### config.mk
export PLATFORM = sky130hd
export DESIGN_NAME = bus_arbiter
export DESIGN_NICKNAME = d
export VERILOG_FILES = /design/src/rtl/bus_arbiter.sv
export SDC_FILE = /design/constraint.sdc
export NUM_CORES = 1
export LEC_CHECK = 0
export CAP_MARGIN = 10
export CORE_AREA = 2 2 61 63
export DETAILED_ROUTE_END_ITERATION = 7
export DIE_AREA = 0 0 63 65
export PLACE_DENSITY = 0.61
export SLEW_MARGIN = 20
export SYNTH_ARGS = -nofsm -noshare
export SYNTH_HDL_FRONTEND = slang
export SYNTH_SLANG_ARGS = --single-unit
### constraint.sdc
create_clock -name clk -period 5.5 [get_ports clk]
set_input_delay 1.65 -clock clk [delete_from_list [all_inputs] [get_ports clk]]
set_output_delay 1.65 -clock clk [all_outputs]
set_load 0.02 [all_outputs]
### src/rtl/bus_arbiter.sv
// bus_arbiter: two-master, three-slave round-robin bus arbiter with start timeout.
// Grants are registered and held for a whole transaction; RELEASE gives one idle turnaround cycle.
module bus_arbiter #(
    parameter int START_TIMEOUT = 16,
    parameter int CNT_W         = 8
) (
    input  logic       clk,
    input  logic       reset,
    input  logic [1:0] m_req,
    input  logic [1:0] m0_slave_id,
    input  logic [1:0] m1_slave_id,
    input  logic [1:0] m_valid,
    input  logic [2:0] s_ready,
    output logic [1:0] m_grant,
    output logic [2:0] s_sel,
    output logic       bus_busy,
    output logic       owner,
    output logic       timeout_err,
    output logic       addr_err
);
    typedef enum logic [1:0] {IDLE, GRANTED, BUSY, RELEASE} state_t;

    state_t           state, state_n;
    logic [CNT_W-1:0] cnt, cnt_n;
    logic             last_owner, last_owner_n;
    logic             owner_n;
    logic [1:0]       m_grant_n;
    logic [2:0]       s_sel_n;
    logic             bus_busy_n, timeout_err_n, addr_err_n;
    logic             win;
    logic [1:0]       win_id;
    logic             handshake;

    assign win       = &m_req ? ~last_owner : m_req[1];
    assign win_id    = win ? m1_slave_id : m0_slave_id;
    // s_sel is all-zero for the unmapped id, so no handshake can ever start there
    assign handshake = m_valid[owner] & |(s_sel & s_ready);

    always_comb begin
        state_n       = state;
        cnt_n         = cnt;
        last_owner_n  = last_owner;
        owner_n       = owner;
        m_grant_n     = m_grant;
        s_sel_n       = s_sel;
        bus_busy_n    = bus_busy;
        addr_err_n    = addr_err;
        timeout_err_n = 1'b0;
        case (state)
            IDLE: if (|m_req) begin
                state_n    = GRANTED;
                owner_n    = win;
                cnt_n      = '0;
                m_grant_n  = win ? 2'b10 : 2'b01;
                s_sel_n    = &win_id ? 3'b000 : 3'b001 << win_id;
                bus_busy_n = 1'b1;
                addr_err_n = &win_id;
            end
            GRANTED: begin
                if (!m_req[owner]) state_n = RELEASE;
                else if (handshake) state_n = BUSY;
                else if (cnt == CNT_W'(START_TIMEOUT - 1)) begin
                    state_n       = RELEASE;
                    timeout_err_n = 1'b1;
                end else cnt_n = &cnt ? cnt : cnt + 1'b1;
            end
            BUSY: if (!m_req[owner]) state_n = RELEASE;
            RELEASE: begin
                last_owner_n = owner;
                state_n      = IDLE;
            end
            default: state_n = IDLE;
        endcase
        if (state_n == RELEASE) begin
            m_grant_n  = 2'b00;
            s_sel_n    = 3'b000;
            bus_busy_n = 1'b0;
            addr_err_n = 1'b0;
        end
    end

    always_ff @(posedge clk or posedge reset) begin
        if (reset) begin
            state       <= IDLE;
            cnt         <= '0;
            last_owner  <= 1'b1;
            owner       <= 1'b0;
            m_grant     <= 2'b00;
            s_sel       <= 3'b000;
            bus_busy    <= 1'b0;
            timeout_err <= 1'b0;
            addr_err    <= 1'b0;
        end else begin
            state       <= state_n;
            cnt         <= cnt_n;
            last_owner  <= last_owner_n;
            owner       <= owner_n;
            m_grant     <= m_grant_n;
            s_sel       <= s_sel_n;
            bus_busy    <= bus_busy_n;
            timeout_err <= timeout_err_n;
            addr_err    <= addr_err_n;
        end
    end
endmodule

# Yosys cells after proc, flatten, opt, wreduce, memory -nomap -nowiden
# Index checks and enable logic that the tools add are counted.
# Widths: inputs -> output; s select.
[totals]
ff_bits = 20
input_bits = 13
output_inout_bits = 9
wordCells = 73
[classes]
addsub = 1
magnitude_cmp = 1
eq_ne = 10
n_shift = 1
mux = 36
n_bitwise = 3
n_reduce_logical = 12
[ops]
columns = ["op", "count"]
rows = [
  ["$mux 8", 5],
  ["$mux 2", 10],
  ["$pmux 8 s2", 1],
  ["$mux 1", 15],
  ["$mux 3", 4],
  ["$ne 2x2->1 const B", 5],
  ["$add 8x1->8 const B", 1],
  ["$eq 8x4->1 const B", 1],
  ["$pmux 2 s4", 1],
  ["$reduce_and 2->1", 4],
  ["$reduce_and 8->1", 1],
  ["$eq 2x2->1 const B", 3],
  ["$reduce_and 6->1", 1],
  ["$reduce_bool 2->1", 3],
  ["$and 3x3->3", 1],
  ["$reduce_or 3->1", 1],
  ["$shl 1x2->3 const A", 1],
  ["$eq 2x1->1 const B", 1],
  ["$logic_not 2->1", 1],
  ["$lt 1x2->1 const B", 1],
  ["$reduce_or 2->1", 1],
  ["$and 1x1->1", 1],
  ["$not 1->1", 1],
]

# Logic depth before layout (Yosys ltp)
# Gate-level depths: netlist (run 1).
[depth]
ltp_word = 9
depth_mapped = 6
depth_no_buf = 6

# Worst setup path after synthesis (run 1)
# OpenSTA, ideal clock, no wires.
[synth_timing]
kind = "input -> register"
from = "in s_ready[0]"
to = "reg cnt[4]"
setup_time_ps = 78
arrival_time_ps = 3048
required_time_ps = 5422
path_slack_ps = 2374
cell_stages = 5
path_buffers = 0
cell_sequence = "a222oi_1 o221ai_2 and2_4 or4_1 a21oi_1"
[synth_via]
elab_chain_cells = 5
[synth_rtl]
columns = ["element", "line_no", "rtl"]
rows = [
  ["start: declaration", "13", "input logic [2:0] s_ready,"],
  ["$and 3x3->3", "37", "assign handshake = m_valid[owner] & |(s_sel & s_ready);"],
  ["$reduce_or 3->1", "37", ""],
  ["$and 1x1->1", "37", ""],
  ["$ne 2x2->1 (no line)", "n/a", ""],
  ["$reduce_and 6->1 (no line)", "n/a", ""],
  ["end signal: assignment", "95", "cnt <= cnt_n;"],
  ["end: declaration", "24", "logic [CNT_W-1:0] cnt, cnt_n;"],
]
# No other way between the ends.
# A chain may end at the register's enable or synchronous reset.

# Final worst setup path (run 1)
# Ends and elaborated chain as after synthesis.

==> run summary, run 1 <==
Outcome: finished clean
Post-route worst setup slack: 2100 ps
Crit path launch type: input pin
MaxCap Viol Count: 0
Start point of the worst hold path: addr_err
Crit path from: s_ready[0]
Syn_area_per_cell: 9.103 µm²
Worst Path Class, Setup: input pin to register
Max Fanout on Critical Path: 5
Total grt overflow: 0
Top cells by area, synth: dfrtp_1 (41%), o21ai_0 (5.6%), mux2i_1 (5.2%)
Top-area cell type share of the netlist area: 0.4113
Synth cell types: 34
CP Capture Type: register
1st-iter DRT viols: 26
Share of layout cells above drive strength 1: 0.06122
Syn Nets: 141
First-pass GRT wire length: 4.636 mm
R2R cell count: 5
ANT cells: 0
Min-Delay Path Depth: 2
CTS Buf Count: 3
Gr usage total: 0.1420
Largest net degree at the start of global routing: 21
DR vias: 1077
Core area: 3496 µm²
Input/output buffers: 21
VDD IR max: 0.2252 mV
CTS Buffer Depth: 2
Setup Buffers After CTS: 0
Fin. Hold Viols: 0
Static leakage: 0.5961 nW
DRC: 0
Net count, final: 162
Worst R2R Setup Slack: 3390 ps
Detailed placer's ending HPWL: 2.006 mm
Site row count: 22
Routed vias/inst: 5.523
Clk_skew: 3.732 ps
Met1 Wirelength: 1.207 mm
Met3 WL: 113 µm
First-pass detailed-route iteration total: 4
Total power: 0.6423 mW
Slew HR: 0.4272
Worst-Margin Slew: 852.7 ps
Sequential fraction of the synthesis area: 0.4340
Final cycle utilization of the critical path: 0.6182
Antenna Nets Post-Route: 0
GP Congestion: 0.8675
Synth area leader: dfrtp_1
Final Critical Period: 3400 ps
Seq cells post-synth: 20
Hold Buf Count CTS: 0
Setup TNS: 0 ps
H-Tree Depth: 1
Initial antenna violation count: 0
Met2 WL: 1.348 mm
CTS tree: done
CTS sink count: 20
Mapped cell area: 1156 µm²
Setup Slack @ Placement: 1797 ps
Highest routed layer: met4
Unrepaired setup endpoints after global routing: false
Finish-stage setup viols: 0
Number of global-route vias before repair: 1026
Initial Util: 0.3307
Vert. Die Dim: 65 µm
Yosys warns: 0
CTS clk-pin slew, worst paths: 120 ps
Final Util: 0.4098
CTS root buf: clkbuf_4
Final Max Slew Viols: 0
Mapped Cells: 127
WL final: 2.685 mm
Wire length per cell: 13.77 µm
IO Pins: 22
Clk_lat worst skew: 300 ps
Required @ worst endpoint: 5730 ps
Post-CTS sizing: 0
CP arrival: 3630 ps
Crit Reg-Reg Startpoint: s_sel[0]
Hold Path Class: register to register
Die area: 4095 µm²
Die Wd: 63 µm
Fmax: 294.1 MHz
Area Overhead vs Synth: 23.92%
Final instance area: 1433 µm²
Post-DP Area: 1406 µm²
Pwr Density: 448.3 nW/µm²
## through the flow
stage	instances	hold WS, ps
floorplan	127	500.2
global placement	191	472.8
detailed placement	191	483.7
CTS	195	511.2
global route	195	547.5
finish	195	508.3
## placed cells by master (no fill, tap or decap), types with 2 or more instances in the layout
master / Yosys / routed
nor4_1: 2 / 2
dfrtp_1: 19 / 19
a211oi_1: 4 / 4
inv_1: 5 / 5
a21oi_1: 7 / 7
nor2_1: 8 / 8
o211ai_1: 2 / 2
o21ai_0: 13 / 13
xnor2_1: 3 / 3
nand3_1: 5 / 5
a22o_1: 2 / 2
mux2_2: 2 / 2
nand4_1: 2 / 2
o221ai_2: 2 / 2
nor3_1: 4 / 4
clkbuf_4: 0 / 3
mux2i_1: 6 / 6
clkdlybuf4s50_1: 0 / 21
or4_1: 2 / 2
nand2b_1: 2 / 2
nand2_1: 16 / 16
o31ai_1: 3 / 3
and3_1: 2 / 2
## registers in the layout (all words and copies together), names as in the netlist
signal	cells
owner	1
bus_busy	1
addr_err	1
s_sel	3
m_grant	2
cnt	8
state	2
timeout_err	1
last_owner	1
## critical path: stages
cell,delay [ps]
clkdlybuf4s50_1,400
a222oi_1,600
o221ai_2,240
and2_4,200
or4_1,400
a21oi_1,150
## synth_stat cells
cell / instances
nand2_1: 16
o221ai_2: 2
a32o_1: 1
a22o_1: 2
nand3_1: 5
inv_1: 5
nand4_1: 2
nor4_1: 2
a222oi_1: 1
nor3_1: 4
nor3b_1: 1
xnor2_1: 3
nand2b_1: 2
and3_1: 2
clkbuf_1: 4
nor2_1: 8
o211ai_1: 2
buf_2: 1
a211oi_1: 4
o21ai_0: 13
dfstp_2: 1
ha_1: 1
dfrtp_1: 19
a32oi_1: 1
o211a_1: 1
a221o_1: 1
or4_1: 2
o21a_1: 1
o31ai_1: 3
mux2i_1: 6
a21oi_1: 7
mux2_2: 2
and2_4: 1
o22ai_1: 1
## layout make-up
class	instances	area, µm²
Inverter	5	18.77
Timing Repair Buffer	21	210.2
Clock buffer	4	26.28
Multi-Input combinational cell	97	615.6
Tap cell	48	60.06
Sequential cell	20	501.7
Fill cell	364	2063
## report_power, final
| group | leakage, nW | internal [mW] | switching, mW |
|---|---|---|---|
| registers | 0.260 | 0.195 | 0.0654 |
| logic | 0.321 | 0.136 | 0.170 |
| clock network | 0.0150 | 0.0283 | 0.0468 |
## metal layers
layer  vias up  global-route usage
met4         0             0.06389
li1        519                   -
met1       527              0.1747
met3         2             0.02257
met2        29              0.2447
met5         -                   0
## kinds of logic after synthesis
| kind of cell | Yosys count | synth area share |
|---|---|---|
| DFF | 20 | 0.4340 |
| adders and majority gates | 1 | 0.01082 |
| AOI/OAI and AO/OA | 40 | 0.2403 |
| muxes | 8 | 0.07143 |
| and+or+nand+nor | 45 | 0.1872 |
| xor gates and xnor gates | 3 | 0.02273 |
| buffers and inverters | 10 | 0.03354 |
## path summary, 6_finish.rpt
| kind | endpoint |
|---|---|
| max | cnt[4] |
| min | addr_err |
| max reg2reg | cnt[4] |
| min reg2reg | addr_err |
| max in group asynchronous | owner |
| min in group asynchronous | s_sel[0] |
(Power assumes the default switching activity.)
==> run 2, diff against run 1 <==
Settings changed: PLACE_DENSITY 0.61 to 0.63.
Clock period 5.5 ns to 3.1 ns, I/O delays scaled along.
==> run summary, run 2 (synthesis gave the netlist of run 1 again) <==
Area Overhead vs Synth: 28.03%
Setup Buffers After CTS: 0
Hold Path Sink: addr_err
Total power: 1.185 mW
Finished Layout Cells: 200
Initial antenna violation count: 0
CTS clk-pin slew, worst paths: 120 ps
Required @ worst endpoint: 3300 ps
Hold Buf Count CTS: 0
Highest-count cells in the layout ignoring fill and taps: clkdlybuf4s50_1 (21), dfrtp_1 (19), nand2_1 (16), o21ai_0 (13), nor2_1 (8)
Gate power share: 0.483
CTS Buf Count: 3
WL final: 2.613 mm
ANT cells: 0
R2R cell count: 5
Largest regs: cnt: 8 flops, s_sel: 3 flops
CTS root buf: clkbuf_4
Sequential power share: 0.387
Cell internal pwr: 0.6817 mW
Final cycle utilization of the critical path: 0.8090
Final Critical Period: 2508 ps
MaxCap Viol Count: 0
Worst Path Class, Setup: input pin to register
Vert. Die Dim: 65 µm
DRC: 0
Fmax: 398.8 MHz
Worst R2R Setup Slack: 1170 ps
R2r endpoint: cnt[4]
VDD IR max: 0.4452 mV
Start point of the worst hold path: addr_err
CTS Buffer Depth: 2
Net count, final: 167
First-pass GRT wire length: 4.616 mm
Sw frac: 0.4246
Most common cell after layout, fill and taps aside: clkdlybuf4s50_1
DR vias: 1079
Finish-stage setup viols: 0
First-pass detailed-route iteration total: 4
Number of global-route vias before repair: 1030
CP arrival: 2710 ps
NetSw: 0.5030 mW
CP Cell Sequence: clkdlybuf4s50_1, mux2_2, o221ai_2, a211oi_1, nand3_1, mux2i_1
Wire length per cell: 13.07 µm
Final Max Slew Viols: 0
Clk pwr share: 0.129
Hold Path Class: register to register
Pwr Density: 800.4 nW/µm²
GP Congestion: 0.8814
Crit path largest cell delay: 600 ps
Site row count: 22
Clk_skew: 7.391 ps
Routed vias/inst: 5.395
Worst hold slack: 511.9 ps
Static leakage: 0.6257 nW
Worst-Margin Slew: 762.1 ps
Post-CTS sizing: 0
H-Tree Depth: 1
Largest net degree at the start of global routing: 21
Gr usage total: 0.1419
Detailed placer's ending HPWL: 1.994 mm
IO Pins: 22
1st-iter DRT viols: 25
CTS tree: done
Total grt overflow: 0
Min-Delay Path Depth: 2
Input/output buffers: 21
Fin. Hold Viols: 0
Crit Reg-Reg Startpoint: owner
CP Buf/Inv Count: 1
Core area: 3496 µm²
Slew HR: 0.4914
Crit path launch type: input pin
Setup TNS: 0 ps
Die area: 4095 µm²
Antenna Nets Post-Route: 0
Top reg by flops: cnt
Max Fanout on Critical Path: 10
Initial Util: 0.3307
CP max-delay cell: clkdlybuf4s50_1
Placed cell count: 196
Outcome: finished clean
CTS sink count: 20
Die Wd: 63 µm
CP Capture Type: register
Max FFs per register: 8
Clk_lat worst skew: 300 ps
Critical path's top delay family: buffers and inverters
Share of layout cells above drive strength 1: 0.09868
Unrepaired setup endpoints after global routing: false
==> run 2: worst register-to-register path, stage by stage (launching register included) <==
cell,delay (ps)
dfrtp_1,500
mux2i_1,460
o221ai_2,190
and2_4,200
or4_1,390
a21oi_1,150
==> run 2: metrics by stage <==
stage	worst slack, ps	utilization	area, µm²
after CTS	590.6	0.4234	1480
after global routing	474.2	0.4234	1480
final	592.2	0.4234	1480
after global placement	310.7	0.4130	1444
after detailed placement	249.8	0.4130	1444
after floorplan	693.9	-	1156
==> run 2: power groups by stage <==
stage | sequential [mW] | combinational [mW] | clock, mW
finish | 0.459 | 0.572 | 0.153
global route | 0.477 | 0.637 | 0.174
CTS | 0.457 | 0.575 | 0.160
detailed placement | 0.463 | 0.571 | 0
global placement | 0.463 | 0.564 | 0
floorplan | 0.463 | 0.363 | 0
==> run 2: layout make-up <==
| type | instances | area [µm²] |
|---|---|---|
| tap | 48 | 60.06 |
| timing repair buffer | 26 | 247.7 |
| inverter | 5 | 18.77 |
| clock buffer | 4 | 36.28 |
| sequential | 20 | 501.7 |
| fill | 361 | 2016 |
| multi-input combinational | 97 | 615.6 |
==> run 2: how the worst max path moves through the flow <==
stage                          start  endpoint  slack (ps)  cells after the start
after floorplan           s_ready[0]    cnt[4]         690                      5
after global placement      m_req[1]    cnt[5]         310                      6
after detailed placement    m_req[1]    cnt[5]         250                      6
after CTS                   m_req[1]    cnt[5]         590                      6
after global routing      s_ready[0]    cnt[4]         470                      7
final                       m_req[1]    cnt[5]         590                      6
==> run 2: metal layers <==
layer,share of wire,routed length [µm],track usage,vias to the layer above
li1,-,-,-,526
met1,0.46,1195,0.1776,519
met2,0.49,1281,0.2340,27
met3,0.029,75,0.02083,7
met4,0.023,61,0.08056,0
met5,0,0,0,-
